`src/rtl/pe_tile_pkg.sv`:
```
// Shared constants for the parametrised PE tile: config block ids, switch-box nibble layout
// and a constant-foldable clog2.
package pe_tile_pkg;

  localparam logic [7:0] LB_ID  = 8'd0;
  localparam logic [7:0] CB0_ID = 8'd1;
  localparam logic [7:0] CB1_ID = 8'd2;
  localparam logic [7:0] SB_ID  = 8'd3;

  // One switch-box output per nibble: [1:0] source, [2] register enable, [3] reserved.
  localparam int SB_NIB_W    = 4;
  localparam int SB_SRC_LSB  = 0;
  localparam int SB_SRC_W    = 2;
  localparam int SB_REG_BIT  = 2;
  localparam int SB_CFG_W    = 3;
  localparam int SB_PER_WORD = 8;

  function automatic int clog2(input int value);
    int result;
    result = 0;
    for (int i = 0; i < 31; i++) begin
      if ((1 << i) < value) result = i + 1;
    end
    return result;
  endfunction

endpackage

```
`src/rtl/sb_track_mux.sv`:
```
// One switch-box output track: 4:1 source select with an optional output flop.
module sb_track_mux (
  input  logic       clk,
  input  logic       reset,
  input  logic [3:0] src_in,
  input  logic [1:0] src_sel,
  input  logic       reg_en,
  output logic       track_out
);

  logic sel_d;
  logic q_reg;

  assign sel_d = src_in[src_sel];

  // The flop samples every cycle so enabling it never exposes a stale value for long.
  always_ff @(posedge clk or negedge reset) begin
    if (!reset) begin
      q_reg <= 1'b0;
    end else begin
      q_reg <= sel_d;
    end
  end

  assign track_out = reg_en ? q_reg : sel_d;

endmodule

```
`src/rtl/pe_tile_param.sv`:
```
// One fabric cell: two connection boxes feeding a 2-input LUT, a switch box driving every
// output track, and a strobe/ack config bus that writes and reads the tile's config words.
module pe_tile_param
  import pe_tile_pkg::*;
#(
  parameter int NUM_TRACKS = 4
) (
  input  logic                    clk,
  input  logic                    reset,
  input  logic [15:0]             tile_id,
  input  logic [31:0]             config_addr,
  input  logic [31:0]             config_data,
  input  logic                    config_we,
  input  logic                    config_re,
  output logic [31:0]             config_rdata,
  output logic                    config_ack,
  output logic                    config_err,
  input  logic [4*NUM_TRACKS-1:0] in_wires,
  output logic [4*NUM_TRACKS-1:0] out_wires
);

  localparam int TRK      = 4 * NUM_TRACKS;
  localparam int SELW     = clog2(TRK);
  localparam int SB_WORDS = (TRK + SB_PER_WORD - 1) / SB_PER_WORD;

  localparam logic [7:0]    SB_WORDS_W = 8'(SB_WORDS);
  localparam logic [SELW:0] TRK_LIM    = (SELW + 1)'(TRK);

  // ---------------------------------------------------------------- config decode
  logic [7:0] cfg_block;
  logic [7:0] cfg_word;
  logic       tile_hit;
  logic       strobe_ok;
  logic       addr_bad;
  logic       wr_en;
  logic       rd_en;
  logic       cfg_unused;

  assign cfg_block  = config_addr[15:8];
  assign cfg_word   = config_addr[7:0];
  assign tile_hit   = (config_addr[31:16] == tile_id);
  assign strobe_ok  = tile_hit && (config_we || config_re);
  assign cfg_unused = ^config_data;

  always_comb begin
    addr_bad = 1'b0;
    case (cfg_block)
      LB_ID, CB0_ID, CB1_ID: addr_bad = (cfg_word != 8'd0);
      SB_ID:                 addr_bad = (cfg_word >= SB_WORDS_W);
      default:               addr_bad = 1'b1;
    endcase
  end

  // A simultaneous read is dropped in favour of the write.
  assign wr_en = strobe_ok && config_we && !addr_bad;
  assign rd_en = strobe_ok && !config_we && config_re && !addr_bad;

  // ---------------------------------------------------------------- register file
  logic [4:0]                        lb_cfg_reg;
  logic [SELW-1:0]                   cb0_sel_reg;
  logic [SELW-1:0]                   cb1_sel_reg;
  logic [TRK-1:0][SB_CFG_W-1:0]      sb_cfg_reg;

  always_ff @(posedge clk or negedge reset) begin
    if (!reset) begin
      lb_cfg_reg  <= '0;
      cb0_sel_reg <= '0;
      cb1_sel_reg <= '0;
      sb_cfg_reg  <= '0;
    end else if (wr_en) begin
      case (cfg_block)
        LB_ID:  lb_cfg_reg  <= config_data[4:0];
        CB0_ID: cb0_sel_reg <= config_data[SELW-1:0];
        CB1_ID: cb1_sel_reg <= config_data[SELW-1:0];
        SB_ID: begin
          for (int k = 0; k < TRK; k++) begin
            if (cfg_word == 8'(k / SB_PER_WORD)) begin
              sb_cfg_reg[k] <= config_data[(k % SB_PER_WORD) * SB_NIB_W +: SB_CFG_W];
            end
          end
        end
        default: ;
      endcase
    end
  end

  // ---------------------------------------------------------------- readback
  logic [31:0] sb_rword;
  logic [31:0] rd_word;

  always_comb begin
    sb_rword = '0;
    for (int k = 0; k < TRK; k++) begin
      if (cfg_word == 8'(k / SB_PER_WORD)) begin
        sb_rword[(k % SB_PER_WORD) * SB_NIB_W +: SB_CFG_W] = sb_cfg_reg[k];
      end
    end
  end

  always_comb begin
    rd_word = '0;
    case (cfg_block)
      LB_ID:   rd_word[4:0]      = lb_cfg_reg;
      CB0_ID:  rd_word[SELW-1:0] = cb0_sel_reg;
      CB1_ID:  rd_word[SELW-1:0] = cb1_sel_reg;
      SB_ID:   rd_word           = sb_rword;
      default: rd_word           = '0;
    endcase
  end

  logic        ack_reg;
  logic        err_reg;
  logic [31:0] rdata_reg;

  always_ff @(posedge clk or negedge reset) begin
    if (!reset) begin
      ack_reg   <= 1'b0;
      err_reg   <= 1'b0;
      rdata_reg <= '0;
    end else begin
      ack_reg   <= strobe_ok;
      err_reg   <= strobe_ok && addr_bad;
      rdata_reg <= rd_en ? rd_word : '0;
    end
  end

  assign config_ack   = ack_reg;
  assign config_err   = err_reg;
  assign config_rdata = rdata_reg;

  // ---------------------------------------------------------------- logic block
  logic       op_0;
  logic       op_1;
  logic [1:0] lut_idx;
  logic       lut_out;
  logic       lut_reg;
  logic       pe_out;

  // Selects past the last track read as 0 rather than aliasing onto a real wire.
  assign op_0    = ({1'b0, cb0_sel_reg} < TRK_LIM) ? in_wires[cb0_sel_reg] : 1'b0;
  assign op_1    = ({1'b0, cb1_sel_reg} < TRK_LIM) ? in_wires[cb1_sel_reg] : 1'b0;
  assign lut_idx = {op_1, op_0};
  assign lut_out = lb_cfg_reg[lut_idx];

  always_ff @(posedge clk or negedge reset) begin
    if (!reset) begin
      lut_reg <= 1'b0;
    end else begin
      lut_reg <= lut_out;
    end
  end

  assign pe_out = lb_cfg_reg[4] ? lut_reg : lut_out;

  // ---------------------------------------------------------------- switch box
  logic [TRK-1:0] track_out;

  genvar gi;
  generate
    for (gi = 0; gi < TRK; gi++) begin : g_track
      localparam int S  = gi / NUM_TRACKS;
      localparam int T  = gi % NUM_TRACKS;
      // The three other sides in ascending order, skipping this output's own side.
      localparam int O0 = (S > 0) ? 0 : 1;
      localparam int O1 = (S > 1) ? 1 : 2;
      localparam int O2 = (S > 2) ? 2 : 3;

      sb_track_mux u_mux (
        .clk       (clk),
        .reset     (reset),
        .src_in    ({pe_out,
                     in_wires[O2 * NUM_TRACKS + T],
                     in_wires[O1 * NUM_TRACKS + T],
                     in_wires[O0 * NUM_TRACKS + T]}),
        .src_sel   (sb_cfg_reg[gi][SB_SRC_LSB +: SB_SRC_W]),
        .reg_en    (sb_cfg_reg[gi][SB_REG_BIT]),
        .track_out (track_out[gi])
      );
    end
  endgenerate

  // Combinational paths are forced low while reset is held so the fabric sees a quiet tile.
  assign out_wires = track_out & {TRK{reset}};

endmodule

```
`config.mk`:
```
export PLATFORM = sky130hd
export DESIGN_NAME = pe_tile_param
export DESIGN_NICKNAME = d
export VERILOG_FILES = /design/src/rtl/pe_tile_pkg.sv /design/src/rtl/sb_track_mux.sv /design/src/rtl/pe_tile_param.sv
export SDC_FILE = /design/constraint.sdc
export NUM_CORES = 1
export LEC_CHECK = 0
export BUFFER_PORTS_ARGS = -buffer_cell sky130_fd_sc_hd__buf_2
export CAP_MARGIN = 10
export CORE_MARGIN = 2
export CORE_UTILIZATION = 53
export DETAILED_ROUTE_END_ITERATION = 10
export PLACE_DENSITY = 0.85
export REMOVE_ABC_BUFFERS = 1
export SYNTH_ARGS = -nofsm -noshare
export SYNTH_HDL_FRONTEND = slang
export SYNTH_HIERARCHICAL = 1
export SYNTH_SLANG_ARGS = --single-unit
```
`constraint.sdc`:
```
create_clock -name clk -period 3.1 [get_ports clk]
set_input_delay 0.155 -clock clk [delete_from_list [all_inputs] [get_ports clk]]
set_output_delay 0.155 -clock clk [all_outputs]
set_load 0.01 [all_outputs]
```
==> results.py, run 1 <==
metrics = {
    "clock_tree": {
        "root_buffer": "clkbuf_8",
        "cts_max_path_buffers": 2,
        "cts_num_sinks": 105,
        "numCtsBuffers": 9,
        "cts_htree_levels": 3,
        "cts_tree": "done",
        "post_cts_buffers": 0,
        "insertion_delay_ns": 0.36,
        "clk_pin_slew_ns": 0.09,
    },
    "die": {
        "core-area_um2": 10700,
        "die_w_um": 108,
        "start_util_pct": 53.6,
        "dieArea_um2": 11700,
        "fp.dieH_um": 108,
        "fp-row-count": 38,
        "boundaryPins": 150,
    },
    "power": {
        "ir_worst_vdd_mv": 0.292,
        "pwr-share-comb_pct": 10.8,
        "pwr-share-seq_pct": 54.1,
        "p_per_area_nw_per_um2": 373,
        "clkPwrFrac_pct": 35.2,
        "power.internal_mw": 1.96,
        "power_switching_mw": 0.591,
        "total_power_mw": 2.55,
        "p_sw_share_pct": 23.1,
        "leakage_nw": 3.28,
    },
    "cells_and_area": {
        "syn_to_final_growth_pct": 19.0,
        "final_common_cell": "buf_2",
        "largest_reg_flops": 48,
        "diodes": 0,
        "final_cell_mix": "buf_2, dfrtp_1, nor2_1, mux2_2, a22oi_1",
        "nFillCells": 855,
        "drive_gt1_share_pct": 48.8,
        "fin_nets": 713,
        "design_area_um2": 6860,
        "final_util_pct": 63.8,
    },
    "sta": {
        "min_period_ns": 3.41,
        "slew_headroom_pct": 31.0,
        "finalSetupViolCount": 16,
        "tightestPinTransition_ns": 1.03,
        "fmax_mhz": 293,
        "slew_viol_final": 0,
        "fin_ws_ns": -0.311,
        "rsz0062_at_grt": "true",
        "final_hold_viol_count": 0,
        "period_share_pct": 110,
        "clock_skew_ns": 0.00773,
    },
    "outcome": {
        "outcome": "complete, but fails checks",
        "violations": "setup timing",
    },
    "routing": {
        "drt_pre_antenna_iters": 4,
        "postRouteAntennaNets": 0,
        "wl_per_cell_um": 18.6,
        "vias_per_cell": 5.75,
        "drt_iter0_drc": 201,
        "vias": 4344,
        "top_layer": "met4",
        "route.met3.wl_um": 653,
        "drc": 0,
        "wl_met1_um": 5960,
        "routed-wl-met2_um": 7230,
        "drt_wl_total_um": 14000,
    },
    "global_route": {
        "antenna_found_initial": 0,
        "grt_max_degree": 70,
        "grt_pass1_vias": 4343,
        "grt_util_all_layers_pct": 24.3,
        "grt_pass1_wl_um": 21900,
        "grt-ovfl-total": 0,
    },
    "synth": {
        "synth.area.top_cells": "dfrtp_1, mux2_2, a311oi_2",
        "ys_warn_count": 6,
        "yosysUniqueCellTypes": 40,
        "synth_top_area_share_pct": 45.6,
        "ys.flop_type": "dfrtp_1",
        "yosysTopAreaCell": "dfrtp_1",
        "synth_cells": 474,
        "synth-seq-cells": 105,
        "avgSynthCellArea_um2": 12.2,
        "ys_seq_area_share_pct": 45.6,
        "netlist_area_um2": 5760,
        "synth_edf_count": 0,
        "async_flop_share_pct": 100,
    },
    "hold_path": {
        "hold_depth": 2,
        "min_from": "config_data[22]",
        "hold_path_class": "input pin to flop",
    },
    "critical_path": {
        "worst-r2r-setup-slack_ns": 0.44,
        "cp_max_fo": 8,
        "worstRegToRegCells": 7,
        "crit_arrival_ns": 3.26,
        "startpoint": "cb1_sel_reg[0]$_DFFE_PN0P_",
        "cp.required_ns": 2.94,
        "endpoint_kind": "output port",
        "cp-start-kind": "flop",
        "critPathKind": "flop to output port",
        "rr_startpoint": "cb1_sel_reg[0]$_DFFE_PN0P_",
    },
    "placed_design": {
        "gp_congestion": 0.915,
        "dp_hpwl_um": 10000,
        "port_buffers": 135,
        "dpl-instance-area_um2": 6560,
    },
    "run": {
        "max-cap-violations": 0,
    },
}
synthesized netlist by cell type, types with 10 or more instances:
| cell type | instances |
|---|---|
| clkbuf_1 | 11 |
| a21oi_1 | 18 |
| a22oi_1 | 20 |
| xor2_1 | 15 |
| a311oi_2 | 16 |
| mux2_2 | 61 |
| nor2_1 | 61 |
| mux2i_1 | 23 |
| mux4_2 | 10 |
| inv_1 | 18 |
| mux2_4 | 16 |
| dfrtp_1 | 105 |
| nor3_2 | 17 |
| and2_1 | 18 |
repair_timing:
action / CTS / global route
hold buffers: 1 / 0
resized for setup: 9 / 7
setup endpoints to repair: 16 / 16
pin swaps: 2 / 1
endpoints found under the hold margin: 49 / 0
cloned: 1 / 0
power by group through the flow:
stage / logic [mW] / registers, mW / clock network, mW
finish: 0.275 / 1.38 / 0.898
CTS: 0.271 / 1.38 / 0.921
global route: 0.300 / 1.38 / 0.970
floorplan: 0.114 / 1.41 / 0
global placement: 0.252 / 1.41 / 0
detailed placement: 0.265 / 1.41 / 0
kinds of logic after synthesis:
logic type | share of synthesized area [%]
compound gates | 9.66
other cells | 0.0651
flops | 45.6
simple gates | 14.1
buf+inv | 3.93
mux | 24.2
xor+xnor | 2.43
path summary, 6_finish.rpt:
kind / end
setup / recovery: out_wires[4]
hold / removal: sb_cfg_reg[41]$_DFFE_PN0P_
setup reg to reg: g_track[4].u_mux/q_reg$_DFF_PN0_
hold reg to reg: lb_cfg_reg[0]$_DFFE_PN0P_
max in group asynchronous: g_track[15].u_mux/q_reg$_DFF_PN0_
min in group asynchronous: config_rdata[21]$_DFF_PN0_
cell type report:
cell class	instances	area (µm²)	area share (%)
Sequential cell	105	2630	38.3
Inverter	18	67.6	0.986
Timing Repair Buffer	147	771	11.2
Tap cell	140	175	2.56
Clock buffer	10	138	2.01
Multi-Input combinational cell	332	3010	43.9
Clock inverter	3	67.6	0.986
worst max-delay path, stage by stage (launching register included):
cell and delay [ns]:
dfrtp_2 0.45, mux4_2 0.53, mux4_2 0.51, mux2i_1 0.14, mux2i_1 0.23, mux2_4 0.34
mux2i_2 0.12, a311oi_2 0.29, and2_1 0.15, buf_2 0.13
per-stage QoR:
step	TNS, ns	cells	hold WS [ns]	worst slack, ns
after floorplan	0	454	-0.141	0.313
after global placement	-0.137	740	0.272	-0.0313
after detailed placement	-1.42	740	0.284	-0.125
after CTS	-4.07	755	0.0134	-0.274
after global routing	-6.86	755	0.0159	-0.441
final	-4.35	755	0.0315	-0.311
layer usage:
metal / global-route usage [%] / up-vias
met4: 6.50 / 0
met1: 31.4 / 2196
met2: 42.0 / 131
li1: - / 1994
met3: 4.82 / 23
met5: 0 / -
Note: power is estimated with default switching activity, not from simulation.
==> run 2: changes to the inputs <==
Settings changed: CAP_MARGIN 10 to not set, CELL_PAD_IN_SITES_DETAIL_PLACEMENT set to 2, CELL_PAD_IN_SITES_GLOBAL_PLACEMENT set to 2, CORE_UTILIZATION 53 to 34, PLACE_DENSITY 0.85 to 0.86, SYNTH_HIERARCHICAL 1 to not set.
==> run 2 against run 1 <==
The run now ends clean. Worst hold slack better by 0.0059 ns. Cell area rose by 2.5%. First-iteration DRC count fell by 22%. Routed wire length grew 35%. Core utilization fell by 20 points. Sequential share of layout area fell by 0.92 points. Critical path type unchanged.
==> results.py, run 2 <==
metrics = {
    "run": {
        "max-cap-violations": 0,
    },
    "synth": {
        "yosysTopAreaCell": "dfrtp_1",
        "synth_cells": 492,
        "synth_top_area_share_pct": 46.8,
        "ys.flop_type": "dfrtp_1",
        "synth_top_family_by_area": "multiplexers",
        "ys_warn_count": 0,
        "yosysUniqueCellTypes": 36,
        "synth-seq-cells": 105,
        "ys_seq_area_share_pct": 46.8,
        "synthSimpleGateAreaFrac_pct": 13.7,
        "synth.most_common_cell": "dfrtp_1",
        "synth_compound_area_share_pct": 9.01,
        "async_flop_share_pct": 100,
        "netlist_area_um2": 5610,
        "avgSynthCellArea_um2": 11.4,
        "synth.area.top_cells": "dfrtp_1, mux2_2, mux2i_1",
        "synthAdderAreaFrac_pct": 0,
        "synth_xor_area_share_pct": 2.50,
        "synth_top_cells_by_count": "dfrtp_1, mux2_2, mux2i_1",
        "synthMuxAreaShare_pct": 24.9,
        "synth_edf_count": 0,
    },
    "clock_tree": {
        "cts_max_path_buffers": 2,
        "clk_pin_slew_ns": 0.07,
        "cts_htree_levels": 3,
        "cts_num_sinks": 105,
        "insertion_delay_ns": 0.36,
        "root_buffer": "clkbuf_16",
        "cts_tree": "done",
        "numCtsBuffers": 9,
    },
    "sta": {
        "final_hold_viol_count": 0,
        "min_period_ns": 3.09,
        "period_share_pct": 99.5,
        "holdWs_ns": 0.0375,
        "rsz0062_at_grt": "true",
        "clock_skew_ns": 0.00820,
        "tightestPinTransition_ns": 0.827,
        "finalSetupViolCount": 0,
        "fmax_mhz": 324,
        "slew_viol_final": 0,
        "slew_headroom_pct": 44.1,
    },
    "power": {
        "power.internal_mw": 2.32,
        "total_power_mw": 3.02,
        "pwr-share-seq_pct": 45.9,
        "p_per_area_nw_per_um2": 429,
        "clkPwrFrac_pct": 44.3,
        "pwr-share-comb_pct": 9.9,
        "power_switching_mw": 0.694,
        "p_sw_share_pct": 23.0,
        "ir_worst_vdd_mv": 0.284,
        "leakage_nw": 3.23,
    },
    "global_route": {
        "grt_pass1_wl_um": 29800,
        "grt-ovfl-total": 0,
        "grt_max_degree": 43,
        "grt_pass1_vias": 5204,
        "antenna_found_initial": 0,
        "grt_util_all_layers_pct": 21.8,
    },
    "critical_path": {
        "cp.required_ns": 2.94,
        "critPathKind": "flop to output port",
        "endpoint_kind": "output port",
        "cp-start-kind": "flop",
        "worstRegToRegCells": 9,
        "crit_arrival_ns": 2.93,
        "cp_max_fo": 6,
    },
    "cells_and_area": {
        "final_common_cell": "buf_2",
        "nFillCells": 1712,
        "syn_to_final_growth_pct": 25.2,
        "largest_reg_flops": 48,
        "drive_gt1_share_pct": 41.7,
        "fin_nets": 743,
        "final_cell_mix": "buf_2, dfrtp_1, mux2_2, mux2i_1, nor2_1",
        "diodes": 0,
    },
    "routing": {
        "vias_per_cell": 5.35,
        "drt_pre_antenna_iters": 4,
        "vias": 4621,
        "drt_wl_total_um": 18900,
        "drc": 0,
        "drt_iter0_drc": 156,
        "postRouteAntennaNets": 0,
        "wl_per_cell_um": 21.9,
    },
    "placed_design": {
        "gp_congestion": 0.808,
        "port_buffers": 135,
        "dp_hpwl_um": 13500,
    },
    "die": {
        "core-area_um2": 16000,
        "fp.dieH_um": 132,
        "dieArea_um2": 17500,
        "boundaryPins": 150,
        "fp-row-count": 46,
        "start_util_pct": 35.1,
        "die_w_um": 132,
    },
    "hold_path": {
        "hold_depth": 2,
        "hold_path_class": "input pin to flop",
    },
    "outcome": {
        "outcome": "complete, no violations",
    },
}
-- run 2: changes by cell type after synthesis, sizes merged, moves of 17 or more --
cell / change
mux2: -17
nand2: +19
a22oi: -20
nand2b: +18
o22ai: +19
nor2: -30
mux2i: +32
-- run 2: power by group through the flow --
stage	combinational, mW	clock [mW]	sequential (mW)
floorplan	0.102	0	1.41
global placement	0.273	0	1.41
detailed placement	0.288	0	1.41
CTS	0.300	1.37	1.38
global route	0.325	1.41	1.38
finish	0.298	1.33	1.38
-- run 2: kinds of logic after synthesis --
kind of cell,count (synthesis)
flops,105
simple gates,139
buf+inv,31
xor+xnor,16
other cells,1
compound gates,77
mux,123
-- run 2: final timing paths --
kind / startpoint / endpoint / slack (ns)
min reg2reg: sb_cfg_reg[5]$_DFFE_PN0P_ / sb_cfg_reg[5]$_DFFE_PN0P_ / 0.59
min: config_data[6] / sb_cfg_reg[29]$_DFFE_PN0P_ / 0.04
max: cb1_sel_reg[2]$_DFFE_PN0P_ / out_wires[12] / 0.01
max in group asynchronous: reset / cb1_sel_reg[2]$_DFFE_PN0P_ / 1.77
min in group asynchronous: reset / sb_cfg_reg[8]$_DFFE_PN0P_ / 0.31
max reg2reg: cb1_sel_reg[2]$_DFFE_PN0P_ / g_track[2].u_mux.q_reg$_DFF_PN0_ / 0.55
-- run 2: routing by layer --
layer  vias up  global-route usage (%)  share of wire, %
met4         0                    7.47               2.0
met2       107                    39.8                54
li1       2081                       -                 -
met3        24                    3.98               3.2
met1      2409                    25.8                41
met5         -                       0                 0
-- run 2: through the flow --
step | TNS (ns) | utilization [%] | setup slack, ns | cells | instance area [µm²]
floorplan | 0 | - | 0.380 | 469 | 5470
global placement | 0 | 41.1 | 0.187 | 836 | 6570
detailed placement | 0 | 41.1 | 0.0892 | 836 | 6570
CTS | 0 | 43.6 | 0.00547 | 860 | 6980
global route | -0.502 | 43.9 | -0.0622 | 864 | 7030
finish | 0 | 43.9 | 0.0144 | 864 | 7030
-- run 2: timing repair --
action / in CTS / in global routing
buffers inserted: 8 / 4
endpoints found under the hold margin: 26 / 0
setup endpoints to repair: 16 / 16
hold buffers: 1 / 0
pin swaps: 1 / 1
resized for setup: 5 / 2
-- run 2: worst max-delay path, cell delays in order (launching register included) --
cell     delay (ns)
dfrtp_2        0.43
buf_12         0.14
mux2i_1        0.13
mux4_2         0.54
mux2i_2        0.18
or4_4          0.54
o31ai_4        0.09
buf_6          0.18
buf_4          0.12
o21ai_1        0.07
buf_2          0.15
-- run 2: final cells by class --
| cell class | count | area (µm²) | share of cell area [%] |
|---|---|---|---|
| repair buffers | 163 | 925 | 13.2 |
| clock buffers | 11 | 243 | 3.45 |
| well taps | 216 | 270 | 3.85 |
| multi-input cells | 362 | 2850 | 40.5 |
| flip-flops and latches | 105 | 2630 | 37.4 |
| inverters | 2 | 7.51 | 0.107 |
| clock inverters | 5 | 103 | 1.46 |
==> run 3: changes to the inputs <==
Settings changed: CORE_UTILIZATION 34 to 36, CTS_BUF_LIST set to sky130_fd_sc_hd__clkbuf_8, PLACE_DENSITY 0.86 to 0.88, SYNTH_HIERARCHICAL set to 1.
==> run 3 against run 2 <==
The flow now finishes with violations (setup timing). Combinational power is 3% higher. Setup slack lost 0.48 ns. Non-clock buffer count is 5 higher. Cell area rose by 2.5%. Clock skew fell by 0.0020 ns. Worst hold slack lost 0.022 ns. Sequential share of layout area down 0.93 points. Register-to-register slack got worse by 0.20 ns. Flip-flop and latch count did not move. Maximum frequency shrank 14%. Final cell count down 1.0%. Largest cell class unchanged. Die area down 2.9%.
==> results.py, run 3 (same netlist as run 1, synthesis figures left out) <==
metrics = {
    "hold_path": {
        "hold_path_class": "input pin to flop",
        "hold_depth": 2,
    },
    "clock_tree": {
        "insertion_delay_ns": 0.39,
        "cts_num_sinks": 105,
        "root_buffer": "clkbuf_8",
        "numCtsBuffers": 9,
        "cts_max_path_buffers": 2,
        "cts_tree": "done",
        "clk_pin_slew_ns": 0.10,
        "cts_htree_levels": 3,
    },
    "global_route": {
        "grt_util_all_layers_pct": 22.8,
        "antenna_found_initial": 0,
        "grt_pass1_vias": 5179,
        "grt-ovfl-total": 0,
        "grt_pass1_wl_um": 29000,
        "grt_max_degree": 44,
    },
    "critical_path": {
        "cp-start-kind": "flop",
        "critPathKind": "flop to output port",
        "crit_arrival_ns": 3.42,
        "endpoint_kind": "output port",
        "cp_max_fo": 8,
        "cp.required_ns": 2.94,
        "worstRegToRegCells": 8,
    },
    "sta": {
        "fin_ws_ns": -0.470,
        "clock_skew_ns": 0.00622,
        "period_share_pct": 115,
        "slew_viol_final": 0,
        "finalSetupViolCount": 16,
        "min_period_ns": 3.57,
        "final_hold_viol_count": 0,
        "rsz0062_at_grt": "true",
        "slew_headroom_pct": 28.5,
        "tightestPinTransition_ns": 1.07,
        "fmax_mhz": 280,
    },
    "power": {
        "total_power_mw": 2.61,
        "ir_worst_vdd_mv": 0.190,
        "leakage_nw": 3.42,
        "p_per_area_nw_per_um2": 362,
    },
    "routing": {
        "wl_met1_um": 7550,
        "drt_pre_antenna_iters": 5,
        "vias": 4573,
        "vias_per_cell": 5.35,
        "postRouteAntennaNets": 0,
        "drc": 0,
        "top_layer": "met4",
        "routed-wl-met2_um": 10100,
        "wl_per_cell_um": 22.1,
        "route.met3.wl_um": 855,
        "drt_wl_total_um": 18900,
        "drt_iter0_drc": 219,
    },
    "cells_and_area": {
        "syn_to_final_growth_pct": 25.0,
        "final_common_cell": "buf_2",
        "largest_reg_flops": 48,
        "diodes": 0,
        "fin_nets": 734,
        "final_cell_mix": "buf_2, dfrtp_1, nor2_1, mux2_2, buf_4",
        "drive_gt1_share_pct": 49.8,
    },
    "die": {
        "dieArea_um2": 17000,
        "fp-row-count": 46,
        "boundaryPins": 150,
        "fp.dieH_um": 131,
        "core-area_um2": 15800,
        "start_util_pct": 36.5,
        "die_w_um": 131,
    },
    "outcome": {
        "violations": "setup timing",
        "outcome": "complete, but fails checks",
    },
    "placed_design": {
        "port_buffers": 135,
        "preCtsSetupSlack_ns": -0.266,
        "gp_congestion": 0.799,
        "dp_hpwl_um": 13600,
    },
    "run": {
        "max-cap-violations": 0,
    },
}
==> run 3: cell count changes in the layout (fill, tap and decap cells not counted), moves of 17 or more <==
cell | previous run | this run
inv_1 | 2 | 19
nand2b_1 | 19 | 1
a22oi_1 | 0 | 20
nand3_1 | 19 | 2
nand2_1 | 25 | 6
mux2i_1 | 54 | 7
mux2_4 | 0 | 18
nor2_1 | 31 | 61
o22ai_1 | 19 | 0
nor3_2 | 0 | 17
==> run 3: worst max-delay path, stage by stage, from the launching register on <==
cell      delay [ns]
dfrtp_2         0.46
mux4_2          0.53
mux4_2          0.52
mux2i_1         0.14
mux2i_1         0.26
mux2_4          0.34
mux2i_2         0.13
a311oi_2        0.31
and2_1          0.19
buf_2           0.14
==> run 3: area by class of cell <==
cell class              instances  area, µm²
fillers                      1670       8570
multi-input cells             332       3050
flip-flops and latches        105       2630
repair buffers                168        978
well taps                     216        270
clock buffers                  11        151
inverters                      18       67.6
clock inverters                 5       52.6
==> run 3: where the power goes <==
group | internal, mW | total, mW | switching (mW)
Sequential | 1.38 | 1.38 | 0.00386
Clock | 0.416 | 0.918 | 0.502
Combinational | 0.136 | 0.308 | 0.172
Total | 1.93 | 2.61 | 0.678
==> run 3: path summary, 6_finish.rpt <==
kind                                            startpoint                               end  slack, ns
worst min register to register   lb_cfg_reg[3]$_DFFE_PN0P_         lb_cfg_reg[3]$_DFFE_PN0P_       0.57
min in group asynchronous                            reset        config_rdata[30]$_DFF_PN0_       0.29
worst max-delay path            cb1_sel_reg[0]$_DFFE_PN0P_                     out_wires[14]      -0.47
max in group asynchronous                            reset        cb1_sel_reg[0]$_DFFE_PN0P_       1.84
worst max register to register  cb1_sel_reg[0]$_DFFE_PN0P_  g_track[7].u_mux/q_reg$_DFF_PN0_       0.35
worst min-delay path                       config_data[30]        sb_cfg_reg[23]$_DFFE_PN0P_       0.02
==> run 3: timing repair <==
action	CTS	global route
buffers inserted	6	2
cloned	1	0
resized for setup	22	2
hold buffers	8	3
endpoints found under the hold margin	45	3
pin swaps	17	4
endpoints found under the setup margin	16	16
==> run 3: layer usage <==
metal	global-route usage (%)	vias to the layer above
met2	41.1	132
met4	8.39	0
li1	-	2035
met3	4.36	28
met1	27.1	2378
met5	0	-
==> run 3: stage by stage <==
stage	utilization (%)	hold slack [ns]	TNS (ns)	instance area (µm²)	std cells
after floorplan	-	-0.141	0	5630	454
final	45.7	0.0153	-6.16	7200	855
after detailed placement	42.4	0.184	-3.07	6690	819
after global placement	42.4	0.175	-0.778	6690	819
after CTS	45.2	0.000158	-5.77	7130	850
after global routing	45.7	0.00528	-8.73	7200	855
